==> src/rtl/decrypt_word_packer.sv <==
// Packs the decrypt byte stream little-endian into 32-bit words and queues them in a DEPTH-word FIFO.
// A word is visible one cycle after its last byte (or flush); no backpressure upstream, so a push into a full FIFO is dropped and flagged.
module decrypt_word_packer #(
    parameter int DEPTH = 4,
    parameter int AW    = $clog2(DEPTH)
) (
    input  logic          clk,
    input  logic          rst,
    input  logic [7:0]    din,
    input  logic          din_v,
    input  logic          flush,
    input  logic          out_ready,
    input  logic          clr_ovf,
    output logic [31:0]   out_data,
    output logic [3:0]    out_bmask,
    output logic          out_valid,
    output logic [AW:0]   level,
    output logic          overflow
);

    localparam logic [AW:0] FULL_LVL = (AW+1)'(DEPTH);

    logic [1:0]    byte_cnt;
    logic [23:0]   asm_reg;
    logic [AW-1:0] wr_ptr;
    logic [AW-1:0] rd_ptr;
    logic [31:0]   mem_data [DEPTH];
    logic [3:0]    mem_mask [DEPTH];

    logic [31:0] cur_word;
    logic [2:0]  n_bytes;
    logic [3:0]  push_mask;
    logic        push;
    logic        push_ok;
    logic        pop;
    logic        drop;

    // Lanes at or above byte_cnt are always zero in asm_reg, so a partial word needs no extra masking.
    always_comb begin
        cur_word = {8'h00, asm_reg};
        for (int i = 0; i < 4; i++) begin
            if (din_v && byte_cnt == 2'(i))
                cur_word[i*8 +: 8] = din;
        end
    end

    assign n_bytes = {1'b0, byte_cnt} + {2'b00, din_v};
    assign push    = (n_bytes == 3'd4) || (flush && n_bytes != 3'd0);

    always_comb begin
        case (n_bytes)
            3'd1:    push_mask = 4'b0001;
            3'd2:    push_mask = 4'b0011;
            3'd3:    push_mask = 4'b0111;
            3'd4:    push_mask = 4'b1111;
            default: push_mask = 4'b0000;
        endcase
    end

    assign out_valid = (level != '0);
    assign pop       = out_valid && out_ready;
    assign push_ok   = push && ((level != FULL_LVL) || pop);
    assign drop      = push && !push_ok;

    assign out_data  = out_valid ? mem_data[rd_ptr] : 32'h0;
    assign out_bmask = out_valid ? mem_mask[rd_ptr] : 4'h0;

    always_ff @(posedge clk or negedge rst) begin
        if (!rst) begin
            byte_cnt <= 2'd0;
            asm_reg  <= 24'h0;
        end else if (push) begin
            byte_cnt <= 2'd0;
            asm_reg  <= 24'h0;
        end else if (din_v) begin
            byte_cnt <= byte_cnt + 2'd1;
            asm_reg  <= cur_word[23:0];
        end
    end

    always_ff @(posedge clk or negedge rst) begin
        if (!rst) begin
            wr_ptr   <= '0;
            rd_ptr   <= '0;
            level    <= '0;
            overflow <= 1'b0;
        end else begin
            if (push_ok)
                wr_ptr <= wr_ptr + 1'b1;
            if (pop)
                rd_ptr <= rd_ptr + 1'b1;
            case ({push_ok, pop})
                2'b10:   level <= level + 1'b1;
                2'b01:   level <= level - 1'b1;
                default: level <= level;
            endcase
            // A drop in the same cycle as a clear wins so no loss goes unreported.
            if (drop)
                overflow <= 1'b1;
            else if (clr_ovf)
                overflow <= 1'b0;
        end
    end

    always_ff @(posedge clk) begin
        if (push_ok) begin
            mem_data[wr_ptr] <= cur_word;
            mem_mask[wr_ptr] <= push_mask;
        end
    end

endmodule

==> config.mk <==
export PLATFORM = sky130hd
export DESIGN_NAME = decrypt_word_packer
export DESIGN_NICKNAME = d
export VERILOG_FILES = /design/src/rtl/decrypt_word_packer.sv
export SDC_FILE = /design/constraint.sdc
export NUM_CORES = 1
export LEC_CHECK = 0
export ABC_AREA = 1
export ABC_CLOCK_PERIOD_IN_PS = 4300
export BUFFER_PORTS_ARGS = -buffer_cell sky130_fd_sc_hd__buf_2
export CAP_MARGIN = 30
export CORE_ASPECT_RATIO = 0.9
export CORE_MARGIN = 2
export CORE_UTILIZATION = 60
export CTS_CLUSTER_DIAMETER = 100
export DETAILED_ROUTE_END_ITERATION = 8
export GPL_ROUTABILITY_DRIVEN = 0
export PLACE_DENSITY = 0.88
export SLEW_MARGIN = 10
export SYNTH_ARGS = -nofsm -noshare
export SYNTH_HDL_FRONTEND = slang
export SYNTH_SLANG_ARGS = --single-unit
==> constraint.sdc <==
create_clock -name clk -period 4.3 [get_ports clk]
set_input_delay 0.645 -clock clk [delete_from_list [all_inputs] [get_ports clk]]
set_output_delay 0.645 -clock clk [all_outputs]
set_load 0.01 [all_outputs]
### After elaboration in Yosys (flattened, before gate mapping)

Memories as Yosys holds them, arrays and structs flattened.
Index checks and enable logic that the tools add are counted.
W data, S select, Z words.

* flip-flop bits (word level): 34
* bits in writable memories: 144
* output and inout port bits: 41
* word-level logic and storage cells: 57
* memories: 2

Memories
* mem_data: depth 4, width 32, read ports 1, clocked after memory_dff 0, wr ports 1, RTL line 27 `logic [31:0] mem_data [DEPTH];`
* mem_mask: depth 4, width 4, read ports 1, clocked after memory_dff 0, wr ports 1, RTL line 28 `logic [3:0] mem_mask [DEPTH];`

* add/subtract/negate cells: 6
* equal/unequal tests: 10
* mux-type cells: 16
* reductions and logical operators: 17

Operators by type and width (number)
* $mux W24: 2
* $mux W32: 1
* $mux W8: 4
* $pmux W4 S4: 1
* $logic_and A1 B1 Y1: 8
* $add A2 B1 Y2 const B: 3
* $eq A2 B2 Y1 const B: 3
* $eq A3 B2 Y1 const B: 2
* $pmux W3 S2: 1
* $reduce_bool A2 Y1: 3
* $reduce_bool A3 Y1: 2
* $eq A2 B1 Y1 const B: 2
* $mux W1: 4
* $mux W2: 2
* $mux W4: 1
* $add A2 B1 Y3: 1
* $add A3 B1 Y3 const B: 1
* $eq A3 B1 Y1 const B: 1
* $eq A3 B3 Y1 const B: 1
* $ne A3 B3 Y1 const B: 1
* $sub A3 B1 Y3 const B: 1
* $logic_not A2 Y1: 1
* $logic_or A1 B1 Y1: 2
* $logic_not A1 Y1: 1

### Longest topological paths before layout

Gate-level depths: netlist of the first run.

* word-level depth: 8
* depth in mapped cells: 12

### Worst setup path before layout of the first run

Ideal clock, no wire load.

* kind: input-to-reg
* start point: input port din_v
* end point: memory mem_data[0][0] (enable)
* setup time: 429 ps
* data arrival time: 3200 ps
* required time: 3871 ps
* setup slack: 671 ps
* cell stages on the path: 8
* buffers on the path: 1
* cell sequence: ha_1 ha_1 nor2_4 nand2_4 nand2_4 buf_12 nand2_4 nor2_1

* longest elaborated chain between the ends: 7
* elaborated cells on any way between the ends: 8
* those cells by class: add/sub (1); eq/ne (1); mux (2); reduce/logical (4)

Ends and longest elaborated chain
* start, declared: RTL line 10 `input logic din_v,`
* $add A2 B1 Y3 (*): RTL line 47 `assign n_bytes = {1'b0, byte_cnt} + {2'b00, din_v};`
* $reduce_bool A3 Y1: RTL line 48 `assign push = (n_bytes == 3'd4) || (flush && n_bytes != 3'd0);`
* $logic_and A1 B1 Y1: RTL line 48
* $logic_or A1 B1 Y1 (*): RTL line 48
* $logic_and A1 B1 Y1 (*): RTL line 62 `assign push_ok = push && ((level != FULL_LVL) || pop);`
* $mux W1 (*): RTL line 106 `if (push_ok) begin`
* $mux W1 (implied by the code) (*): RTL line 107 `mem_data[wr_ptr] <= cur_word;`
* end, declared: RTL line 27

Every way passes the cells marked *; elsewhere a longest branch is shown, timed or not.

### Final worst setup path of the first run

* start point: register rd_ptr[0]
* end point: output port out_data[24]

* longest elaborated chain between the ends: 2

Ends and longest elaborated chain
* start, declared: RTL line 26 `logic [AW-1:0] rd_ptr;`
* start signal, assigned: RTL line 91 `rd_ptr <= rd_ptr + 1'b1;`
* $mem_v2 Z4 W32
* $mux W32: RTL line 65 `assign out_data = out_valid ? mem_data[rd_ptr] : 32'h0;`
* end, declared: RTL line 14 `output logic [31:0] out_data,`

No other way between the ends.

==> reports/qor.txt, run 1 <==
area growth from synthesis to layout - 13.28%
Seq/Total Area, Yosys - 68.81%
Worst-path clk slew - 0.06 ns
Final Cycle Share - 69.09%
flops & latches, synth - 178
synth top area cells - edfxtp_1, dfrtp_1, nor2_1, o21ai_0, inv_1
Die Width - 122.0 um
Clock Latency Late Sink - 0.43 ns
async set or reset register ratio after synthesis - 19.10%
net switching power - 2.538 mW
final setup fails - 0
final antenna-violating net count - 0
CP max-delay cell - buf_4
Avg Inst Size Synth - 11.08 um2
total grt overflow - 0
height of the die - 110.2 um
cell taking the most area after synthesis - edfxtp_1
antenna violations before repair - 0
TritonRoute pass-1 iters - 7
Slew Viols, Final - 0
Core Util, Final - 70.27%
# IOs - 55
setup bufs post-CTS - 0
post-synth top area share - 57.49%
Post-route DRC - 0
crit-path leading delay family - buffers and inverters
slew margin rel. - 45.60%
fill count - 819
leakage - 3.544 nW
most frequent cell after synthesis - nor2_1
Clock Skew - 0.006848 ns
fin area - 8519 um2
core area - 12,120 um2
Initial DRC Count - 639
vias per inst - 5.690
Nets - 754
cts repair resizes - 0
placed instance count - 870
synth warn - 0
number of global-route vias before repair - 5,194
Final Non-Filler Cells - 902
MaxCap Viol Count - 0
Hold-fix buffers, CTS - 0
internal power - 4.279 mW
IO Port Bufs - 54
area of the multi-input gates - 1871 um2
Post-Syn Nets - 704
status - completed
Final Hold Viols - 0
R2R cell count - 8
DP Wirelength - 10,060 um
synth unique cells - 30
Max FO, Critical Path - 73
sum of negative setup slack - 0 ns
WL final - 16,460 um
Hold/Removal Path Class - in2async
DR vias - 5,132
CTS buffer count - 17
# rows - 38
H-tree depth - 4
ys flop type - edfxtp_1
largest net degree at the start of global routing - 74
CTS root buf - clkbuf_16
Switching Fraction - 37.23%
max FFs per register - 128
Post-synth EDFFs - 144
critical path depth - 6
CP arrival - 2.33 ns
Seq pwr share - 38.6%
RSZ-0062 raised after global routing - no
final period demand of the worst path - 2.971 ns
n_diodes - 0
CP peak stage delay - 0.64 ns
synthesized area - 7521 um2
Max Freq - 0.3366 GHz
crit path capture type - output pin
TritonCTS clock tree - done
DR WL/cell - 18.25 um
Area after DPL - 7875 um2
first-pass GRT wire length - 26,280 um
Post-synth top cells - nor2_1, edfxtp_1, o21ai_0
worst endpoint required time - 3.65 ns
Sinks on Clock Net - 178
Worst Setup Start Kind - flop
CP Buf/Inv Count - 2
critical path, cell by cell - buf_4 -> nor2_1 -> nor2_1 -> o21ai_0 -> a21oi_1 -> buf_2
critical path class - reg2out
VDD IR max - 0.5367 mV
Global Route Usage Sum - 26.65%
most frequent CP cell - nor2_1
post-synthesis cell count - 679
clock tree buffer depth - 2
layout cell share with drive strength beyond 1 - 14.82%
register area - 5176 um2
worst hold slack - 0.3076 ns
power per cell area - 800.1 nW/um2
Starting Density - 62.03%
Tightest Pin Transition - 0.8160 ns
die area - 13,450 um2
power share of the combinational group - 37.7%
Clock power frac - 23.7%
[per-layer routing]
| metal | up-vias | wire length, um | GRT usage [%] |
|---|---|---|---|
| met2 | 274 | 8094 | 44.77 |
| met4 | 0 | 321 | 10.67 |
| met3 | 29 | 1468 | 6.481 |
| li1 | 2350 | - | - |
| met5 | - | 0 | 0 |
| met1 | 2479 | 6578 | 33.85 |
[path summary, 6_finish.rpt]
kind | endpoint | start | slack, ns
worst max-delay path | out_data[24] | rd_ptr[0] | 1.33
min in group clk | overflow | clr_ovf | 0.40
worst min-delay path | level[0] | rst | 0.31
max in group asynchronous | rd_ptr[0] | rst | 3.43
worst max register to register | mem_data[0][7] | byte_cnt[0] | 1.47
worst min register to register | overflow | overflow | 0.53
[final cells by class]
cell class | instances | area share (%)
Multi-Input combinational cell | 395 | 21.96
Timing Repair Buffer | 63 | 4.112
Clock buffer | 27 | 6.903
Clock inverter | 5 | 0.6609
Tap cell | 160 | 2.350
Inverter | 74 | 3.260
Sequential cell | 178 | 60.76
[power groups by stage]
stage               clock network [mW]  registers (mW)  logic, mW
global route                      1.69            2.67       2.85
finish                            1.62            2.63       2.57
detailed placement                   0            2.66       2.54
CTS                               1.63            2.63       2.57
global placement                     0            2.63       2.39
floorplan                            0            2.64       1.74
[logic make-up after synthesis]
kind of cell	synth area share [%]
adders and majority gates	1.930
xor gates and xnor gates	0.4659
buffers and inverters	6.721
and+or+nand+nor	12.69
AOI/OAI and AO/OA	9.383
DFF	68.81
[placed cells by master, fill, tap and decap left out, types with 4 or more instances in the layout]
master / instances
edfxtp_1: 144
clkbuf_16: 21
buf_4: 8
ha_1: 10
nor2_4: 5
o21ai_0: 79
nand2_1: 40
o21ai_1: 18
dfrtp_1: 33
nor2_1: 185
buf_2: 54
inv_1: 71
clkbuf_8: 4
a21oi_1: 38
[stage by stage]
stage,worst slack [ns],power [mW]
finish,1.329,6.816
global placement,1.233,5.016
CTS,1.361,6.825
floorplan,0.6710,4.378
detailed placement,1.133,5.200
global route,1.253,7.214
No activity file was read; power rests on OpenSTA's default activity.
==> inputs of run 2 (changes only) <==
- ABC_AREA: 1 -> 0
- ABC_CLOCK_PERIOD_IN_PS: 4300 -> 2500
- CORE_UTILIZATION: 60 -> 54
- PLACE_DENSITY: 0.88 -> 0.85
- clock period: 4.3 -> 2.5 ns (I/O delays scaled with it)
==> reports/qor.txt, run 2 <==
Global Route Usage Sum - 21.08% (-5.6 points)
synth top area cells - edfxtp_1, dfrtp_1, mux4_2, and2_1, mux2_2
leakage - 3.270 nW (-7.7%)
cell taking the most area after synthesis - edfxtp_1
final setup fails - 0 (unchanged)
most common cell after layout, fill and taps aside - edfxtp_1
Die Width - 126.6 um (+3.8%)
area growth from synthesis to layout - 18.04%
slew margin rel. - 42.50% (-3.1 points)
DR WL/cell - 21.55 um (+18%)
TritonRoute pass-1 iters - 5 (-2)
total grt overflow - 0 (unchanged)
Post-synth EDFFs - 144 (unchanged)
core area - 13,260 um2 (+9.4%)
internal power - 7.658 mW (+79%)
r2r setup slk - 0.13 ns (-1.34 ns)
CP max-delay cell - mux4_2
Clock power frac - 21.4% (-2.3 points)
power per cell area - 1297 nW/um2 (+62%)
post-synthesis cell count - 392 (-42%)
Nets - 501 (-34%)
FF-to-FF Start - byte_cnt[0]
CTS root buf - clkbuf_16
DR vias - 3,727 (-27%)
H-tree depth - 4 (unchanged)
met1 usage - 29.41% (-4.4 points)
IO Port Bufs - 54 (unchanged)
critical path, cell by cell - buf_12 -> mux4_2 -> and2_1 -> buf_2
Synth Area in Compound Gates - 2.003% (-7.4 points)
Hold-fix buffers, CTS - 0 (unchanged)
TritonCTS clock tree - done
status - completed
fill count - 872 (+6.5%)
Max FO, Critical Path - 21 (-71%)
mux contribution to synthesized area - 15.13% (+15 points)
largest family of logic cells by synthesized area - multiplexers
Final Cycle Share - 95.74%
largest net degree at the start of global routing - 39 (-47%)
VDD IR max - 0.8846 mV (+65%)
# rows - 40 (+5.3%)
n_diodes - 0 (unchanged)
CTS buffer count - 17 (unchanged)
antenna violations before repair - 0 (unchanged)
Final Hold Viols - 0 (unchanged)
final period demand of the worst path - 2.393 ns
layer with the highest usage - met2
MaxCap Viol Count - 0 (unchanged)
net switching power - 3.530 mW (+39%)
DP Wirelength - 9055 um (-10%)
XOR/XNOR Fraction of Synth Area - 0.5992% (+0.13 points)
first-pass GRT wire length - 21,990 um (-16%)
critical path class - reg2out
synth warn - 0 (unchanged)
post-synth top area share - 59.17% (+1.7 points)
async set or reset register ratio after synthesis - 19.10% (unchanged)
power share of the combinational group - 38.1% (+0.4 points)
Post-Syn Nets - 417 (-41%)
number of global-route vias before repair - 3,788 (-27%)
final antenna-violating net count - 0 (unchanged)
Worst Setup Start Kind - flop
Initial DRC Count - 410 (-36%)
Seq pwr share - 40.5% (+1.9 points)
ys flop type - edfxtp_1
Seq/Total Area, Yosys - 70.81% (+2.0 points)
max FFs per register - 128 (unchanged)
Simple-Gate Fraction of Synth Area - 7.790% (-4.9 points)
die area - 14,480 um2 (+7.7%)
Clock Skew - 0.01116 ns (+0.004312 ns)
Switching Fraction - 31.55% (-5.7 points)
WL final - 14,160 um (-14%)
CP arrival - 2.02 ns (-0.31 ns)
commonest non-fill, non-tap cells in the layout - edfxtp_1, and2_1, buf_2
CP peak stage delay - 0.55 ns (-0.09 ns)
Tot Pwr - 11.19 mW (+64%)
Worst-path clk slew - 0.06 ns (about the same)
crit path capture type - output pin
Starting Density - 55.10% (-6.9 points)
clock tree buffer depth - 2 (unchanged)
flops & latches, synth - 178 (unchanged)
Tightest Pin Transition - 0.8626 ns (+0.04658 ns)
Post-route DRC - 0 (unchanged)
Core Util, Final - 65.05% (-5.2 points)
synthesized area - 7308 um2 (-2.8%)
met2 global-route usage - 33.23% (-12 points)
most frequent cell after synthesis - edfxtp_1
worst endpoint required time - 2.12 ns (-1.53 ns)
R2R cell count - 10 (+2)
reg2reg end - level[1]
Slew Viols, Final - 0 (unchanged)
# IOs - 55 (unchanged)
Clock Latency Late Sink - 0.43 ns (about the same)
height of the die - 114.4 um (+3.8%)
vias per inst - 5.673 (-0.30%)
synth unique cells - 40 (+33%)
Post-synth top cells - edfxtp_1, and2_1, mux4_2
Sinks on Clock Net - 178 (unchanged)
Hold/Removal Path Class - in2async
Max Freq - 0.4178 GHz
met3 usage - 5.981% (-0.50 points)
post-synthesis adder-cell area fraction - 1.986% (+0.056 points)
layout cell share with drive strength beyond 1 - 38.65% (+24 points)
RSZ-0062 raised after global routing - no
Avg Inst Size Synth - 18.64 um2 (+68%)
run 2: changes by cell type after synthesis, moves of 9 or more:
cell     change
a21oi_1     -36
and2_1      +65
buf_6        -9
inv_1       -64
mux2_2      +24
mux4_2      +36
nand2_1     -34
nor2_1     -184
o21ai_0     -75
o21ai_1     -17
run 2: kinds of logic (layout without fill, tap and decap cells):
| logic type | count (synthesis) | count (layout) |
|---|---|---|
| adder cells (fa/ha/maj) | 11 | 11 |
| AO/OA/AOI/OAI | 18 | 18 |
| flip-flops | 178 | 178 |
| AND/OR/NAND/NOR | 94 | 94 |
| XOR/XNOR | 5 | 5 |
| multiplexers | 62 | 62 |
| buffers and inverters | 24 | 121 |
run 2: critical path: cells and delay by family (launching register included):
family	cells	cell delay [ns]
buffers and inverters	2	0.37
multiplexers	1	0.55
flip-flops	1	0.49
AND/OR/NAND/NOR	1	0.17
run 2: per-layer routing:
metal,vias up,share of wire (%)
met5,-,0
met4,0,1.2
met3,13,4.8
met2,106,50
met1,1931,44
li1,1677,-
run 2: layout make-up:
| cell class | count | area, um2 | share of cell area [%] |
|---|---|---|---|
| clock buffer | 21 | 460.4 | 5.337 |
| clock inverter | 11 | 80.08 | 0.9282 |
| timing repair buffer | 81 | 598.1 | 6.933 |
| inverter | 8 | 42.54 | 0.4931 |
| tap | 168 | 210.2 | 2.437 |
| sequential | 178 | 5176 | 60.00 |
| multi-input combinational | 190 | 2059 | 23.87 |
run 2: per-stage QoR:
stage / setup slack, ns / hold slack (ns) / cell area [um2] / setup TNS, ns / cells
floorplan: 0.01951 / 0.07941 / 7338 / 0 / 392
global placement: 0.03162 / 0.5284 / 8038 / 0 / 621
detailed placement: -0.07306 / 0.5242 / 8038 / -0.08093 / 621
CTS: 0.003614 / 0.06668 / 8578 / 0 / 653
global route: 0.002557 / 0.1072 / 8627 / 0 / 657
finish: 0.1066 / 0.06266 / 8627 / 0 / 657
run 2: power groups by stage:
stage	clock [mW]	combinational [mW]	sequential [mW]
after floorplan	0	2.76	4.47
after global placement	0	4.10	4.54
after detailed placement	0	4.22	4.59
after CTS	2.42	4.25	4.54
after global routing	2.55	4.65	4.60
final	2.39	4.27	4.53
run 2: worst max path at each step:
stage | from | to | slack, ns
after floorplan | byte_cnt[0] | level[1] | 0.02
after global placement | din_v | mem_data[3][8] | 0.03
after detailed placement | din_v | level[1] | -0.07
after CTS | rd_ptr[0] | out_data[20] | 0.004
after global routing | rd_ptr[0] | out_data[21] | 0.003
final | rd_ptr[0] | out_data[22] | 0.11
run 2: what timing repair did:
action                     CTS  global route
hold endpoints to repair     0             0
gates resized for setup      0             6
buffers inserted             0             4
setup endpoints to repair    0            13
